<file path="src/rtl/pipeline_control_unit.sv">
// -----------------------------------------------------------------------------
// pipeline_control_unit
//
// Central stall/flush sequencer for the 5-stage RV32I pipeline. It merges the
// ID-stage hazard stall, the ID-resolved branch redirect, the instruction and
// data memory ready handshakes and the ecall/ebreak halt request into
// per-stage write-enables and bubble-inserts for the pipeline registers. It
// also runs the halt-drain FSM (RUN -> DRAIN -> HALTED -> RUN) and keeps two
// saturating performance counters.
//
// Ports:
//   clk            system clock, rising edge
//   rst_n          asynchronous active-low reset
//   hazard_stall   load-use / branch-operand stall request (ID)
//   branch_taken   branch/jump in ID resolved taken
//   halt_req       ecall/ebreak decoded in ID
//   resume         leave HALTED
//   imem_ready     fetch data valid this cycle
//   dmem_req       MEM stage holds a load/store
//   dmem_ready     data memory completes the MEM access this cycle
//   cnt_clr        synchronous clear of both counters
//   pc_en          PC write-enable
//   if_id_en       IF/ID write-enable
//   if_id_flush    load NOP into IF/ID
//   id_ex_en       ID/EX write-enable
//   id_ex_flush    load bubble into ID/EX
//   ex_mem_en      EX/MEM write-enable
//   mem_wb_flush   load bubble into MEM/WB (MEM/WB writes otherwise)
//   halted         registered, high while in HALTED
//   stall_cycles   cycles with pc_en=0 outside HALTED (saturating)
//   redirect_count accepted taken-branch redirects (saturating)
// -----------------------------------------------------------------------------
module pipeline_control_unit #(
  parameter int DRAIN_CYCLES = 3,
  parameter int CNT_W        = 32
) (
  input  logic             clk,
  input  logic             rst_n,
  input  logic             hazard_stall,
  input  logic             branch_taken,
  input  logic             halt_req,
  input  logic             resume,
  input  logic             imem_ready,
  input  logic             dmem_req,
  input  logic             dmem_ready,
  input  logic             cnt_clr,
  output logic             pc_en,
  output logic             if_id_en,
  output logic             if_id_flush,
  output logic             id_ex_en,
  output logic             id_ex_flush,
  output logic             ex_mem_en,
  output logic             mem_wb_flush,
  output logic             halted,
  output logic [CNT_W-1:0] stall_cycles,
  output logic [CNT_W-1:0] redirect_count
);

  localparam logic [1:0] ST_RUN    = 2'd0;
  localparam logic [1:0] ST_DRAIN  = 2'd1;
  localparam logic [1:0] ST_HALTED = 2'd2;

  // Drain counter wide enough to hold DRAIN_CYCLES itself.
  localparam int DW = (DRAIN_CYCLES < 2) ? 1 : $clog2(DRAIN_CYCLES + 1);

  localparam logic [CNT_W-1:0] CNT_MAX = {CNT_W{1'b1}};

  logic [1:0]       state_q, state_d;
  logic [DW-1:0]    drain_q, drain_d;
  logic             halted_q, halted_d;
  logic [CNT_W-1:0] stall_cycles_q, stall_cycles_d;
  logic [CNT_W-1:0] redirect_count_q, redirect_count_d;

  logic             mstall;
  logic             redirect_inc;
  logic             stall_inc;

  // A data-memory wait freezes everything up to and including EX/MEM and
  // bubbles MEM/WB so the incomplete access is not retired twice.
  assign mstall = dmem_req & ~dmem_ready;

  // ---------------------------------------------------------------------------
  // Stage control and next-state decode
  // ---------------------------------------------------------------------------
  always_comb begin
    pc_en        = 1'b0;
    if_id_en     = 1'b0;
    if_id_flush  = 1'b0;
    id_ex_en     = 1'b0;
    id_ex_flush  = 1'b0;
    ex_mem_en    = 1'b0;
    mem_wb_flush = 1'b0;
    state_d      = state_q;
    drain_d      = drain_q;
    redirect_inc = 1'b0;

    case (state_q)
      ST_RUN: begin
        if (mstall) begin
          // Held instructions re-present their requests next cycle.
          mem_wb_flush = 1'b1;
        end else if (hazard_stall) begin
          id_ex_flush = 1'b1;
          ex_mem_en   = 1'b1;
        end else if (halt_req) begin
          // The ecall/ebreak moves on into EX; nothing younger follows it.
          if_id_flush = 1'b1;
          id_ex_en    = 1'b1;
          ex_mem_en   = 1'b1;
          state_d     = ST_DRAIN;
          drain_d     = DW'(DRAIN_CYCLES);
        end else if (branch_taken) begin
          // Redirect loads the target even when the current fetch is not ready.
          pc_en        = 1'b1;
          if_id_flush  = 1'b1;
          id_ex_en     = 1'b1;
          ex_mem_en    = 1'b1;
          redirect_inc = 1'b1;
        end else if (!imem_ready) begin
          if_id_flush = 1'b1;
          id_ex_en    = 1'b1;
          ex_mem_en   = 1'b1;
        end else begin
          pc_en     = 1'b1;
          if_id_en  = 1'b1;
          id_ex_en  = 1'b1;
          ex_mem_en = 1'b1;
        end
      end

      ST_DRAIN: begin
        // Front end stays empty while the halting instruction walks to WB.
        if_id_flush = 1'b1;
        id_ex_flush = 1'b1;
        if (mstall) begin
          mem_wb_flush = 1'b1;
        end else begin
          ex_mem_en = 1'b1;
          if (drain_q <= DW'(1)) begin
            state_d = ST_HALTED;
            drain_d = '0;
          end else begin
            drain_d = drain_q - DW'(1);
          end
        end
      end

      ST_HALTED: begin
        if (resume) begin
          state_d = ST_RUN;
        end
      end

      default: begin
        state_d = ST_RUN;
        drain_d = '0;
      end
    endcase

    // Asynchronous reset must silence the pipeline immediately, not at the
    // next edge.
    if (!rst_n) begin
      pc_en        = 1'b0;
      if_id_en     = 1'b0;
      if_id_flush  = 1'b0;
      id_ex_en     = 1'b0;
      id_ex_flush  = 1'b0;
      ex_mem_en    = 1'b0;
      mem_wb_flush = 1'b0;
      redirect_inc = 1'b0;
    end
  end

  // halted is registered from the next state so it rises the cycle after the
  // last drain cycle and falls the cycle after resume.
  assign halted_d = (state_d == ST_HALTED);

  // ---------------------------------------------------------------------------
  // Performance counters (saturating, clear wins over increment)
  // ---------------------------------------------------------------------------
  assign stall_inc = (state_q != ST_HALTED) & ~pc_en;

  always_comb begin
    stall_cycles_d   = stall_cycles_q;
    redirect_count_d = redirect_count_q;
    if (cnt_clr) begin
      stall_cycles_d   = '0;
      redirect_count_d = '0;
    end else begin
      if (stall_inc && (stall_cycles_q != CNT_MAX)) begin
        stall_cycles_d = stall_cycles_q + CNT_W'(1);
      end
      if (redirect_inc && (redirect_count_q != CNT_MAX)) begin
        redirect_count_d = redirect_count_q + CNT_W'(1);
      end
    end
  end

  // ---------------------------------------------------------------------------
  // State registers
  // ---------------------------------------------------------------------------
  always_ff @(posedge clk or negedge rst_n) begin
    if (!rst_n) begin
      state_q          <= ST_RUN;
      drain_q          <= '0;
      halted_q         <= 1'b0;
      stall_cycles_q   <= '0;
      redirect_count_q <= '0;
    end else begin
      state_q          <= state_d;
      drain_q          <= drain_d;
      halted_q         <= halted_d;
      stall_cycles_q   <= stall_cycles_d;
      redirect_count_q <= redirect_count_d;
    end
  end

  assign halted         = halted_q;
  assign stall_cycles   = stall_cycles_q;
  assign redirect_count = redirect_count_q;

endmodule

</file>
<file path="config.mk">
export PLATFORM = sky130hd
export DESIGN_NAME = pipeline_control_unit
export DESIGN_NICKNAME = d
export VERILOG_FILES = /design/src/rtl/pipeline_control_unit.sv
export SDC_FILE = /design/constraint.sdc
export NUM_CORES = 1
export LEC_CHECK = 0
export ABC_AREA = 1
export ABC_CLOCK_PERIOD_IN_PS = 4030
export BUFFER_PORTS_ARGS = -buffer_cell sky130_fd_sc_hd__buf_2
export CORE_MARGIN = 4
export CORE_UTILIZATION = 26
export DETAILED_ROUTE_END_ITERATION = 8
export PLACE_DENSITY_LB_ADDON = 0.2
export SYNTH_ARGS = -nofsm -noshare
export SYNTH_HDL_FRONTEND = slang
export SYNTH_SLANG_ARGS = --single-unit
</file>
<file path="constraint.sdc">
create_clock -name clk -period 4.03 [get_ports clk]
set_clock_uncertainty 0.15 [all_clocks]
set_input_delay 0.2015 -clock clk [delete_from_list [all_inputs] [get_ports clk]]
set_output_delay 0.2015 -clock clk [all_outputs]
set_load 0.01 [all_outputs]
</file>
### Yosys cells after proc, flatten, opt, wreduce, memory -nomap -nowiden

Cells that the tools add are included.

| cells by class | value |
|---|---|
| bitwise logic cells | 5 |
| reduce and logical (&&, ||, !) cells | 7 |
| order comparisons | 1 |
| equal/unequal tests | 10 |
| mux-type cells | 57 |
| add/sub/neg operators | 3 |

Operators by type and width:

| cell | count |
|---|---|
| two-way mux 32 bit | 4 |
| adder 32 x 1 -> 32 bit (second input constant) | 2 |
| inequality test 32 bit (second input constant) | 2 |
| two-way mux 1 bit | 38 |
| two-way mux 2 bit | 11 |
| case mux 2 bit (3 select lines) | 2 |
| inequality test 2 bit (second input constant) | 5 |
| AND reduction 5 bit | 1 |
| == test 2 bit (second input constant) | 2 |
| case mux 1 bit (2 select lines) | 2 |
| nonzero test 2 bit | 2 |
| inverter 1 bit | 3 |
| AND 1 bit | 2 |
| == test 2 x 1 -> 1 bit (second input constant) | 1 |
| less-or-equal comparator 2 x 1 -> 1 bit (second input constant) | 1 |
| logical AND 1 bit | 2 |
| logical NOT 2 bit | 1 |
| OR reduction 2 bit | 1 |
| subtractor 2 x 1 -> 2 bit (second input constant) | 1 |

| storage, ports and cells | value |
|---|---|
| input bits | 10 |
| logic and storage cells | 88 |
| flip-flop bits (word level) | 69 |

### Depth between registers and ports, before layout

Gate-level depths: netlist (run 1).

| depth | value |
|---|---|
| depth in word-level cells | 12 |
| gate-level depth with buffers | 12 |

### Worst setup path after synthesis (run 1)

No wires, ideal clock.

| path | value |
|---|---|
| kind | reg-to-reg |
| start | reg stall_cycles_q[0] (netlist: stall_cycles[0]) |
| end | reg stall_cycles_q[27] (netlist: stall_cycles[27]) |
| stages on the path, launching flop included | 12 |
| path buffers | 1 |
| arrival time | 1,664 ps |
| library setup time | 117 ps |
| setup slack | 2,099 ps |
| data required time | 3,763 ps |
| clock period less this slack | 1,931 ps |
| path through | dfrtp_1 ha_1 inv_1 nor2_4 nand2_2 nor2_4 nand2_2 nand3_4 nand2_4 buf_6 nand2_1 nand2_1 |

| on the way | value |
|---|---|
| longest elaborated chain between the ends | 3 |
| elaborated cells on any way between the ends | 6 |
| those cells by class | add/sub (1); eq/ne (1); mux (2); reduce/logical (2) |

Ends and longest elaborated chain:

| item | line | text |
|---|---|---|
| start, declared | 71 | `logic [CNT_W-1:0] stall_cycles_q, stall_cycles_d;` |
| start signal, assigned | 213 | `stall_cycles_q <= stall_cycles_d;` |
| adder 32 x 1 -> 32 bit or inequality test 32 bit (tied branches) | 191, 190 |  |
| two-way mux 32 bit or logical AND 1 bit (tied branches) | 190 | `if (stall_inc && (stall_cycles_q != CNT_MAX)) begin` |
| two-way mux 32 bit or nonzero test 2 bit (tied branches) | n/a |  |

Several ways; a longest one is shown, not always the timed one. The select of a mux whose other input is x is not followed.
A chain may end at the register's enable or synchronous reset.

### Final worst setup path (run 1)

| path | value |
|---|---|
| start | reg stall_cycles_q[0] (netlist: stall_cycles[0]) |
| end | reg stall_cycles_q[11] (netlist: stall_cycles[11]) |

The elaborated chain is that of the path after synthesis.

==> summary.txt, run 1 <==
Post-CTS Setup Repair Bufs -> 0
Crit Path Max Fanout -> 34
Later-pin clock latency in the skew report -> 340 ps
Die Span Y -> 145 µm
Placed inst area -> 5480 µm²
Fillcell total -> 2058
Post-Route WL -> 15.5 mm
Final setup fails -> 0
Sequential-to-total area share from yosys stat -> 0.353
Final core occ -> 0.319
CP Capture Type -> flop
Final weighted congestion in routability-driven placement -> 0.838
Row count -> 49
Async SR Flop Fraction -> 1.00
Core area -> 18200 µm²
Finished Layout Cells -> 1093
Max VDD drop -> 0.183 mV
Cell taking the most area after synthesis -> dfrtp_1
# IOs -> 82
Antenna violations before repair -> 0
Post-Syn Nets -> 794
Total GRT Usage -> 0.149
Netlist cell types -> 31
YS warnings -> 0
CTS tree -> done
First DRT Iteration DRCs -> 260
Number of CTS-inserted buffers -> 9
Clock transition at the registers of the reported paths -> 60 ps
Area delta synth->final -> 18.6%
WL/cell -> 14.2 µm
Antenna diodes -> 0
CTS max path bufs -> 2
P per Cell Area -> 328 nW/µm²
Max-slew violations -> 0
Syn Std Cell Area -> 4890 µm²
Total die area -> 21100 µm²
Synth Area per Inst -> 6.26 µm²
WP data required -> 4110 ps
Wire length of the first global-routing pass -> 25.7 mm
Largest net degree at the start of global routing -> 54
Vias in the first global route -> 4905
Worst-Margin Slew -> 765 ps
Placed Instances -> 1075
HPWL after DPL -> 11.3 mm
Fin Hold WS -> 45.4 ps
Post-layout net count -> 872
Most frequent cells after synthesis -> nand2_1, nor2_1, nand3_1, dfrtp_1, inv_1
DRC errors left -> 0
Dpl ws -> 1540 ps
Synth top area share -> 0.353
Fin Setup TNS -> 0 ps
Status -> finished clean
Layout cells sized above 1 -> 0.139
Input/output buffers -> 81
Clock Tree Root -> clkbuf_16
Critical Path AT -> 2550 ps
Startpoint type of the worst setup path -> flop
Die width -> 145 µm
Final Cell Area -> 5800 µm²
Slew HR -> 0.489
TritonRoute pass-1 iters -> 5
Total congestion overflow -> 0
Total of max-cap violations -> 0
Fmax -> 0.406 GHz
Vias -> 5016
Critical path class -> reg2reg
Mapped Cells -> 782
Final Hold Viols -> 0
Post-synth EDFFs -> 0
Tcrit/Tclk final -> 0.611
Cell with the most instances after synthesis -> nand2_1
Final WS setup -> 1570 ps
Leakage -> 2.88 nW
Initial Util -> 0.269
Routed vias/inst -> 4.59
Post-synth top flop -> dfrtp_1
Hold WC Path Type -> in2reg
Min cycle time layout -> 2460 ps
Total Power -> 1.91 mW
CTS Sinks -> 69
Ranking of synthesized cells by area -> dfrtp_1, nand2_1, nor2_1, nand3_1, inv_1
Synthesis-stage register bit count -> 69
H-Tree Depth -> 3
Routed Antenna Nets -> 0
RSZ-0062 raised after global routing -> false
-- critical path: stages, from the launching register on --
cell and delay, ps:
dfrtp_1 450, ha_1 280, inv_1 110, nor2_4 190
nand2_2 120, nor2_4 140, nand2_2 80, nand3_4 310
nand2_4 310, nand2_1 160, nand2_1 50
-- what timing repair did --
item / CTS / global route
hold endpoints to repair: 20 / 0
gates resized for setup: 0 / 0
hold buffers: 3 / 0
-- kinds of logic after synthesis --
logic type / after synthesis / share of synthesized area
buf+inv: 83 / 0.0767
simple gates: 590 / 0.505
xor+xnor: 26 / 0.0465
compound gates: 12 / 0.0135
fa+ha+maj: 2 / 0.00511
flops: 69 / 0.353
-- routing by layer --
layer / global-route usage / routed length [µm] / vias up
met5: 0 / 0 / -
met1: 0.203 / 7580 / 2325
li1: - / - / 2587
met2: 0.246 / 7130 / 89
met4: 0.0356 / 183 / 0
met3: 0.0256 / 587 / 15
-- state kept, by name, indices dropped and copies added, names as in the netlist --
| signal | flops |
|---|---|
| redirect_count | 32 |
| stall_cycles | 32 |
| state_q | 2 |
| drain_q | 2 |
| halted | 1 |
-- final cells by class --
cell class                 count  area, µm²  area share
sequential                    69       1730       0.297
timing repair buffer          87        460      0.0793
tap                          229        287      0.0494
clock buffer                  14        264      0.0455
clock inverter                 1       30.0     0.00517
inverter                      63        244      0.0420
multi-input combinational    630       2790       0.481
-- placed cells by master, fill, tap and decap left out, types with 2 or more instances in the layout --
cell type and n:
a21oi_1 3, buf_2 80, buf_4 4, clkbuf_1 3, clkbuf_16 9, clkbuf_8 2, dfrtp_1 69, dlygate4sd3_1 3
ha_1 2, inv_1 59, inv_2 3, nand2_1 324, nand2_2 6, nand2_4 3, nand3_1 81, nand3b_1 2
nand4_1 15, nor2_1 145, nor2_2 2, nor2_4 6, nor3_1 2, o21ai_0 4, o21ai_1 2, o22ai_1 2
or2_2 2, xnor2_1 13, xor2_1 13
-- final timing paths --
kind / cells after the start / slack [ps] / endpoint / from
hold / removal: 4 / 50 / state_q[0] / hazard_stall
setup reg to reg: 10 / 1570 / stall_cycles[11] / stall_cycles[0]
min in group asynchronous: 2 / 130 / stall_cycles[15] / rst_n
setup / recovery: 10 / 1570 / stall_cycles[11] / stall_cycles[0]
hold reg to reg: 2 / 370 / drain_q[0] / drain_q[0]
max in group asynchronous: 3 / 2580 / stall_cycles[25] / rst_n
-- where the power goes --
| group | leakage (nW) | internal [mW] | switching [mW] |
|---|---|---|---|
| sequential | 0.956 | 0.728 | 0.0372 |
| combinational | 1.78 | 0.0861 | 0.234 |
| clock | 0.143 | 0.511 | 0.309 |
Power figures use the tool's default switching activity.
==> inputs of run 2 (changes only) <==
--- a/config.mk
+++ b/config.mk
@@ -6,7 +6,7 @@
 export NUM_CORES = 1
 export LEC_CHECK = 0
 export ABC_AREA = 1
-export ABC_CLOCK_PERIOD_IN_PS = 4030
+export ABC_CLOCK_PERIOD_IN_PS = 2300
 export BUFFER_PORTS_ARGS = -buffer_cell sky130_fd_sc_hd__buf_2
 export CORE_MARGIN = 4
 export CORE_UTILIZATION = 26
==> constraint.sdc (replaced) <==
create_clock -name clk -period 2.3 [get_ports clk]
set_clock_uncertainty 0.15 [all_clocks]
set_input_delay 0.115 -clock clk [delete_from_list [all_inputs] [get_ports clk]]
set_output_delay 0.115 -clock clk [all_outputs]
set_load 0.01 [all_outputs]
==> run 2 against run 1 <==
Compared with the run above: via count grew 0.68%; final cell count up 2.3%; sequential share of layout area fell by 1.3 points; fmax is 21% higher; global-route usage up 0.66 points; worst hold slack worse by 4.4 ps; register-to-register slack got worse by 1300 ps; clock power rose by 110%; sequential power rose by 74%; die area is the same; critical path depth stayed put; critical path type unchanged; critical endpoint is now stall_cycles[27].
==> summary.txt, run 2 (synthesis gave the netlist of run 1 again) <==
First DRT Iteration DRCs -> 254 (-2.3%)
Crit Path Max Fanout -> 27 (-21%)
Fin Setup TNS -> 0 ps (unchanged)
DRC errors left -> 0 (unchanged)
Total die area -> 21100 µm² (unchanged)
Core area -> 18200 µm² (unchanged)
Die width -> 145 µm (unchanged)
Row count -> 49 (unchanged)
Initial Util -> 0.269 (unchanged)
Status -> finished clean
P per Cell Area -> 605 nW/µm² (+84%)
Final core occ -> 0.333 (+0.0140)
CTS tree -> done
Routed Antenna Nets -> 0 (unchanged)
Max-slew violations -> 0 (unchanged)
Vias in the first global route -> 4992 (+1.8%)
Fmax -> 0.490 GHz (+21%)
RSZ-0062 raised after global routing -> false
Tcrit/Tclk final -> 0.887 (+0.276)
# IOs -> 82 (unchanged)
Total GRT Usage -> 0.155 (+0.00659)
Total of max-cap violations -> 0 (unchanged)
CTS max path bufs -> 2 (unchanged)
Clock Tree Root -> clkbuf_16
H-Tree Depth -> 3 (unchanged)
Fillcell total -> 2032 (-1.3%)
NetSw -> 1.08 mW (+86%)
Max VDD drop -> 0.354 mV (+93%)
Commonest non-fill, non-tap cell in the layout -> nand2_1
Critical path class -> reg2reg
Sequential Power Share -> 0.363 (-0.038)
Input/output buffers -> 81 (unchanged)
Layout cells sized above 1 -> 0.164 (+0.0255)
Fin Hold WS -> 40.9 ps (-4.44 ps)
Routed vias/inst -> 4.52 (-1.6%)
Largest net degree at the start of global routing -> 67 (+24%)
Critical Path AT -> 2120 ps (-430 ps)
Leakage -> 3.03 nW (+5.0%)
Antenna violations before repair -> 0 (unchanged)
Min cycle time layout -> 2040 ps (-424 ps)
WL/cell -> 14.4 µm (+1.7%)
Startpoint type of the worst setup path -> flop
Gate power share -> 0.173 (+0.005)
Post-layout net count -> 895 (+2.6%)
Area delta synth->final -> 23.8%
Wire length of the first global-routing pass -> 26.7 mm (+3.7%)
Post-Route WL -> 16.1 mm (+4.0%)
Later-pin clock latency in the skew report -> 340 ps (about the same)
HPWL after DPL -> 11.9 mm (+5.7%)
WP data required -> 2380 ps (-1730 ps)
CP Capture Type -> flop
Slew HR -> 0.386 (-0.103)
Vias -> 5050 (+0.68%)
Final Cell Area -> 6060 µm² (+4.4%)
CTS Sinks -> 69 (unchanged)
Most frequent cells in the layout -> nand2_1, nor2_1, nand3_1, buf_2, dfrtp_1
Dpl ws -> 180 ps (-1360 ps)
Total congestion overflow -> 0 (unchanged)
Clock Power Share -> 0.464 (+0.034)
Number of CTS-inserted buffers -> 9 (unchanged)
TritonRoute pass-1 iters -> 7 (+2)
Int Power -> 2.58 mW (+95%)
Clock transition at the registers of the reported paths -> 60 ps (about the same)
Final weighted congestion in routability-driven placement -> 0.875 (+4.4%)
Hold WC Path Type -> in2async
Final WS setup -> 260 ps (-1310 ps)
Placed inst area -> 5650 µm² (+3.0%)
Worst-Margin Slew -> 921 ps (+156 ps)
Final setup fails -> 0 (unchanged)
Sw Ratio -> 0.295 (-0.00946)
Final Hold Viols -> 0 (unchanged)
Die Span Y -> 145 µm (unchanged)
run 2: cell types whose count changed in the layout (fill, tap and decap cells not counted), sizes merged:
cell | previous run | this run
bufinv | 1 | 3
clkinv | 0 | 1
buf | 84 | 106
clkbuf | 14 | 11
clkinvlp | 0 | 1
dlygate4sd3 | 3 | 4
diode | 0 | 1
run 2: per-stage QoR:
step	power [mW]	std cells
2_1_floorplan	1.78	782
3_3_place_gp	1.98	1097
3_5_place_dp	1.97	1097
4_1_cts	3.72	1117
5_1_grt	3.85	1117
6_report	3.67	1118
run 2: routing by layer:
layer,track usage,wire (µm),up-vias
met5,0,0,-
met4,0.0480,216,0
met3,0.0302,625,16
met2,0.247,7500,75
met1,0.213,7770,2320
li1,-,-,2639
run 2: timing repair:
item	4_1_cts	5_1_grt
endpoints found under the setup margin	0	27
gates resized for setup	0	2
buffers inserted	0	0
endpoints found under the hold margin	73	0
hold buffers	4	0
run 2: area by class of cell:
| cell class | instances | area [µm²] | area share |
|---|---|---|---|
| Antenna cell | 1 | 2.50 | 0.000413 |
| Inverter | 63 | 244 | 0.0403 |
| Clock inverter | 5 | 106 | 0.0176 |
| Multi-Input combinational cell | 630 | 2800 | 0.462 |
| Sequential cell | 69 | 1730 | 0.285 |
| Tap cell | 229 | 287 | 0.0473 |
| Clock buffer | 11 | 253 | 0.0417 |
| Timing Repair Buffer | 110 | 639 | 0.106 |
run 2: power groups by stage:
stage	clock, mW	combinational [mW]	sequential [mW]
floorplan	0	0.414	1.36
global placement	0	0.625	1.35
detailed placement	0	0.622	1.35
CTS	1.75	0.633	1.33
global route	1.80	0.714	1.34
finish	1.70	0.634	1.33
run 2: final timing paths:
kind | startpoint | end | slack (ps) | cells after the start
setup / recovery | stall_cycles[1] | stall_cycles[27] | 260 | 10
min in group clk | cnt_clr | redirect_count[28] | 80 | 4
max in group asynchronous | rst_n | redirect_count[14] | 870 | 3
hold / removal | rst_n | drain_q[0] | 40 | 2
setup reg to reg | stall_cycles[1] | stall_cycles[27] | 260 | 10
hold reg to reg | drain_q[0] | drain_q[0] | 360 | 2
run 2: critical path, stage by stage, from the launching register on:
cell     delay (ps)
dfrtp_1         400
ha_1            200
inv_1            80
nor2_4          180
nand2_2         120
nor2_4          140
nand2_2          80
nand3_4         200
nand2_8         200
nand2_1         120
nand2_1          50
